File: src/rtl/hslp_err_monitor.sv
`default_nettype none
// ============================================================================
//  Module   : hslp_err_monitor
//  Purpose  : Pipelined error-statistics stage for 8x8 approximate
//             multipliers. Recomputes the exact product of each accepted
//             operand pair and, over a run of N_SAMPLES beats, accumulates
//             the sum of error distance, the signed error sum, the maximum
//             error distance and the count of erroneous results.
//  Ports    : clk, rst_n (async, active-low)
//             start                 - single-cycle run request (IDLE/DONE)
//             in_valid / in_ready   - operand beat handshake
//             a, b, prod_apx        - operands and approximate product
//             busy, done            - run status
//             sum_ed, sum_err, max_ed, err_cnt, smp_cnt - run statistics
//  Revision : 1.0 - initial release
// ============================================================================
module hslp_err_monitor #(
    parameter int N_SAMPLES = 65536,
    parameter int CNT_W     = 17,
    parameter int ACC_W     = 32
) (
    input  logic               clk,
    input  logic               rst_n,
    input  logic               start,
    input  logic               in_valid,
    output logic               in_ready,
    input  logic [7:0]         a,
    input  logic [7:0]         b,
    input  logic [15:0]        prod_apx,
    output logic               busy,
    output logic               done,
    output logic [ACC_W-1:0]   sum_ed,
    output logic [ACC_W:0]     sum_err,
    output logic [15:0]        max_ed,
    output logic [CNT_W-1:0]   err_cnt,
    output logic [CNT_W-1:0]   smp_cnt
);

    localparam logic [1:0] S_IDLE  = 2'd0;
    localparam logic [1:0] S_RUN   = 2'd1;
    localparam logic [1:0] S_DRAIN = 2'd2;
    localparam logic [1:0] S_DONE  = 2'd3;

    localparam logic [CNT_W-1:0] c_n_samples = CNT_W'(N_SAMPLES);

    logic [1:0]        r_state;
    logic [CNT_W-1:0]  r_smp_cnt;
    logic [CNT_W-1:0]  r_err_cnt;
    logic [ACC_W-1:0]  r_sum_ed;
    logic [ACC_W:0]    r_sum_err;
    logic [15:0]       r_max_ed;

    // Stage 1: exact product alongside the approximate one
    logic              r_s1_valid;
    logic [15:0]       r_s1_exact;
    logic [15:0]       r_s1_apx;

    // Stage 2: signed error and its magnitude
    logic              r_s2_valid;
    logic [16:0]       r_s2_err;
    logic [15:0]       r_s2_ed;

    logic              w_in_ready;
    logic              w_accept;
    logic              w_start_ok;
    logic [16:0]       w_err;
    logic [16:0]       w_err_neg;
    logic [15:0]       w_ed;
    logic              w_last_accept;

    // in_ready depends only on registered state, never on in_valid
    assign w_in_ready    = (r_state == S_RUN) && (r_smp_cnt < c_n_samples);
    assign w_accept      = in_valid && w_in_ready;
    assign w_start_ok    = start && ((r_state == S_IDLE) || (r_state == S_DONE));
    assign w_last_accept = w_accept && (r_smp_cnt == c_n_samples - CNT_W'(1));

    // Both products are < 2^16, so a 17-bit difference never overflows and
    // its magnitude always fits in 16 bits.
    assign w_err     = {1'b0, r_s1_apx} - {1'b0, r_s1_exact};
    assign w_err_neg = 17'd0 - w_err;
    assign w_ed      = w_err[16] ? w_err_neg[15:0] : w_err[15:0];

    // ------------------------------------------------------------------
    // Control FSM and sample counter
    // ------------------------------------------------------------------
    always_ff @(posedge clk or negedge rst_n) begin
        if (!rst_n) begin
            r_state   <= S_IDLE;
            r_smp_cnt <= '0;
        end else begin
            case (r_state)
                S_IDLE, S_DONE: begin
                    if (w_start_ok) begin
                        r_state   <= S_RUN;
                        r_smp_cnt <= '0;
                    end
                end
                S_RUN: begin
                    if (w_accept) begin
                        r_smp_cnt <= r_smp_cnt + CNT_W'(1);
                        if (w_last_accept) begin
                            r_state <= S_DRAIN;
                        end
                    end
                end
                S_DRAIN: begin
                    // Last beat has left S2 once both flags are clear
                    if (!r_s1_valid && !r_s2_valid) begin
                        r_state <= S_DONE;
                    end
                end
                default: r_state <= S_IDLE;
            endcase
        end
    end

    // ------------------------------------------------------------------
    // Pipeline stages 1 and 2
    // ------------------------------------------------------------------
    always_ff @(posedge clk or negedge rst_n) begin
        if (!rst_n) begin
            r_s1_valid <= 1'b0;
            r_s1_exact <= '0;
            r_s1_apx   <= '0;
            r_s2_valid <= 1'b0;
            r_s2_err   <= '0;
            r_s2_ed    <= '0;
        end else begin
            r_s1_valid <= w_accept;
            if (w_accept) begin
                r_s1_exact <= {8'd0, a} * {8'd0, b};
                r_s1_apx   <= prod_apx;
            end
            r_s2_valid <= r_s1_valid;
            if (r_s1_valid) begin
                r_s2_err <= w_err;
                r_s2_ed  <= w_ed;
            end
        end
    end

    // ------------------------------------------------------------------
    // Stage 3: accumulators (cleared by an accepted start)
    // ------------------------------------------------------------------
    always_ff @(posedge clk or negedge rst_n) begin
        if (!rst_n) begin
            r_sum_ed  <= '0;
            r_sum_err <= '0;
            r_max_ed  <= '0;
            r_err_cnt <= '0;
        end else if (w_start_ok) begin
            r_sum_ed  <= '0;
            r_sum_err <= '0;
            r_max_ed  <= '0;
            r_err_cnt <= '0;
        end else if (r_s2_valid) begin
            r_sum_ed  <= r_sum_ed + ACC_W'(r_s2_ed);
            r_sum_err <= r_sum_err + {{(ACC_W - 16){r_s2_err[16]}}, r_s2_err};
            if (r_s2_ed > r_max_ed) begin
                r_max_ed <= r_s2_ed;
            end
            r_err_cnt <= r_err_cnt + CNT_W'(r_s2_ed != 16'd0);
        end
    end

    assign in_ready = w_in_ready;
    assign busy     = (r_state == S_RUN) || (r_state == S_DRAIN);
    assign done     = (r_state == S_DONE);
    assign sum_ed   = r_sum_ed;
    assign sum_err  = r_sum_err;
    assign max_ed   = r_max_ed;
    assign err_cnt  = r_err_cnt;
    assign smp_cnt  = r_smp_cnt;

endmodule
`default_nettype wire

File: config.mk
export PLATFORM = sky130hd
export DESIGN_NAME = hslp_err_monitor
export DESIGN_NICKNAME = d
export VERILOG_FILES = /design/src/rtl/hslp_err_monitor.sv
export SDC_FILE = /design/constraint.sdc
export NUM_CORES = 1
export LEC_CHECK = 0
export ABC_AREA = 0
export CAP_MARGIN = 20
export CORE_AREA = 5 5 222 224
export CTS_BUF_LIST = sky130_fd_sc_hd__clkbuf_4 sky130_fd_sc_hd__clkbuf_8
export DETAILED_ROUTE_END_ITERATION = 12
export DIE_AREA = 0 0 227 229
export GPL_TIMING_DRIVEN = 0
export PLACE_DENSITY_LB_ADDON = 0.2
export SLEW_MARGIN = 5
export SYNTH_ARGS = -nofsm -noshare
export SYNTH_HDL_FRONTEND = slang
export SYNTH_SLANG_ARGS = --single-unit
export TNS_END_PERCENT = 100
File: constraint.sdc
create_clock -name clk -period 6.7 [get_ports clk]
set_clock_uncertainty 0.05 [all_clocks]
set_input_delay 2.01 -clock clk [delete_from_list [all_inputs] [get_ports clk]]
set_output_delay 2.01 -clock clk [all_outputs]
set_load 0.005 [all_outputs]
==> flow_summary_export.csv <==
group,metric,value,unit
clock_tree,clockBufferDepth,2,
power,power.share.switching,0.450,
worst_setup_path,crit_fanout,8,
global_route,grt_pass1_vias,10900,
logic_synthesis,synth_edf_count,0,
worst_setup_path,critPathKind,"in2reg",
logic_synthesis,syn_area,13400,um2
worst_hold_path,min_path_type,"reg2reg",
clock_tree,cts.sinks,183,
timing,fin_crit_sh,0.947,
clock_tree,ctsHtreeMaxLevel,4,
worst_setup_path,required,7.02,ns
route,drc,0,
worst_hold_path,min_from,"r_s1_exact[10]",
floorplan,die_area,52000,um2
placed_design,dp_hpwl,28700,um
power,p_per_area,471,nW/um2
cells_and_area,area_delta_synth_final,20.4,%
timing,slew_headroom,0.413,
worst_setup_path,critPathLaunchType,"input port",
cells_and_area,diodes,0,
logic_synthesis,async_flop_share,1.00,
power,seqPwrFrac,0.267,
timing,finalSetupViolations,0,
worst_setup_path,crit_start,"b[7]",
timing,setup_ws,0.353,ns
route,firstDrtPassIters,6,
route,via_count,10800,
cells_and_area,final_common_cell,"dfrtp_1",
floorplan,die_y,229,um
clock_tree,hold_buffers,0,
floorplan,rows,80,
clock_tree,post_cts_resized,0,
timing,worst_pin_slew,0.881,ns
clock_tree,post_cts_buffers,0,
route,antenna_left,0,
timing,min_period,6.35,ns
logic_synthesis,ys_seq_elements,183,
placed_design,io_buffers,153,
run_status,status,"finished clean",
route,wl_per_cell,16.1,um
placed_design,dp_slack,-0.197,ns
cells_and_area,final_nets,1843,
floorplan,die_w,227,um
worst_setup_path,crit_path_end_kind,"flop",
power,p_total,0.00760,W
worst_setup_path,r2r-start,"r_s1_apx[0]",
power,combPwrFrac,0.628,
timing,tns,0,ns
logic_synthesis,ys.flop_type,"dfrtp_1",
run,drv_cap,0,
route,routed_wl,36600,um
cells_and_area,layout-drive-gt1-share,0.0471,
floorplan,start_util,0.284,
floorplan,coreArea,47100,um2
timing,fmax,158,MHz
power,ir_drop,0.239,mV
power,clockPowerShare,0.105,
global_route,grtUsageTotal,0.140,
timing,drv_slew,0,
timing,fin_hold_ws,0.436,ns
clock_tree,clk_latency,0.49,ns
logic_synthesis,synth_cell_types,76,
global_route,grt_max_degree,108,
timing,hold_viol,0,
route,vias_per_cell,4.76,
clock_tree,root_buffer,"clkbuf_8",
power,p_int,0.00418,W
power,p_switching,0.00342,W
logic_synthesis,yosysSeqAreaShare,0.341,
logic_synthesis,avgSynthCellArea,9.12,um2
floorplan,num_io_pins,154,
power,p_leak,7.30,nW
clock_tree,clkSlewWorstSetupHoldPaths,0.10,ns
logic_synthesis,yosys_warnings,0,
logic_synthesis,synthesis.nets,1670,
route,drt_iter0_drc,530,
worst_setup_path,arrival,6.66,ns
logic_synthesis,synth_cells,1470,
placed_design,finalWeightedCongestion,0.850,
timing,rsz0062_at_grt,"false",
clock_tree,cts_made_buffers,17,
clock_tree,cts_tree,"done",
global_route,overflow,0,
cells_and_area,utilization,0.342,
cells_and_area,final_cell_mix,"183 x dfrtp_1, 152 x clkdlybuf4s50_1, 151 x nor2_1",
global_route,grt_pass1_wl,59200,um
global_route,antenna_found_initial,0,
critical path: stages:
cell and delay [ns]:
clkdlybuf4s50_1 0.63, nand2_1 0.13, fa_1 0.52, fa_1 0.55, inv_1 0.05, fa_1 0.53, inv_1 0.05, fa_1 0.52
inv_1 0.04, ha_1 0.30, a21boi_1 0.15, o21ai_0 0.20, a21oi_1 0.12, a41o_1 0.28, o41ai_1 0.32, xnor2_1 0.18
o21ai_1 0.07
power groups by stage:
stage          logic, W  clock network (W)  registers (W)
2_1_floorplan   0.00340                  0        0.00189
3_3_place_gp    0.00473                  0        0.00205
3_5_place_dp    0.00479                  0        0.00206
4_1_cts         0.00482           0.000821        0.00204
5_1_grt         0.00540           0.000866        0.00210
6_report        0.00478           0.000795        0.00203
path summary, 6_finish.rpt:
kind,endpoint,cells after the start,slack [ns]
max in group asynchronous,r_state[0],2,4.16
worst min register to register,r_s1_exact[10],2,0.44
min in group asynchronous,sum_err[20],1,1.40
worst max-delay path,r_s1_exact[15],17,0.35
worst min-delay path,r_s1_exact[10],2,0.44
worst max register to register,r_s2_ed[13],13,3.27
synthesized netlist by cell type (all sizes together) (5+ instances only):
| library cell | number | share of area |
|---|---|---|
| or2 | 5 | 0.0023 |
| o21a | 8 | 0.0045 |
| mux2 | 13 | 0.011 |
| nand2b | 12 | 0.0056 |
| o31ai | 27 | 0.015 |
| a21boi | 6 | 0.0034 |
| a21o | 30 | 0.017 |
| mux2i | 42 | 0.031 |
| ha | 125 | 0.12 |
| clkbuf | 36 | 0.011 |
| a31oi | 12 | 0.0061 |
| and3 | 10 | 0.0047 |
| fa | 39 | 0.058 |
| nor3 | 15 | 0.0060 |
| xor2 | 57 | 0.037 |
| dfrtp | 183 | 0.34 |
| xnor2 | 50 | 0.033 |
| inv | 115 | 0.032 |
| and2 | 56 | 0.026 |
| o21bai | 5 | 0.0028 |
| nor2b | 11 | 0.0051 |
| a21oi | 88 | 0.034 |
| o21ai | 66 | 0.025 |
| nand3 | 50 | 0.019 |
| nand2 | 136 | 0.038 |
| nand4 | 19 | 0.0089 |
| nor2 | 151 | 0.042 |
| a211oi | 9 | 0.0075 |
| buf | 11 | 0.0046 |
| or3 | 20 | 0.0093 |
cell type report:
class	count	area (um2)
buffer	47	206
clock buffer	19	255
clock inverter	12	143
fill	4861	31000
inverter	115	432
multi-input combinational	1125	8190
sequential	183	4580
tap	615	769
timing repair buffer	154	1560
sequential cells by signal (all words and copies together) (netlist names), 2 cells and up:
signal,count
r_s2_ed,15
sum_err,33
r_s1_apx,16
max_ed,16
smp_cnt,17
r_state,2
err_cnt,17
r_s2_err,17
sum_ed,32
r_s1_exact,16
stage by stage:
step | std cells | area, um2
after floorplan | 1470 | 13400
after global placement | 2238 | 15700
after detailed placement | 2239 | 15700
after CTS | 2270 | 16100
after global routing | 2270 | 16100
final | 2270 | 16100
routing by layer:
| layer | GRT usage | part of all wire |
|---|---|---|
| met1 | 0.193 | 0.48 |
| met2 | 0.235 | 0.48 |
| met3 | 0.0242 | 0.036 |
| met4 | 0.0235 | 0.0067 |
| met5 | 0 | 0 |
cell families after synthesis:
kind of cell / synth area share
XOR/XNOR: 0.0699
flip-flops: 0.341
AO/OA/AOI/OAI: 0.146
buffers and inverters: 0.0476
adder cells (fa/ha/maj): 0.175
multiplexers: 0.0423
AND/OR/NAND/NOR: 0.178
Power figures use the tool's default switching activity.
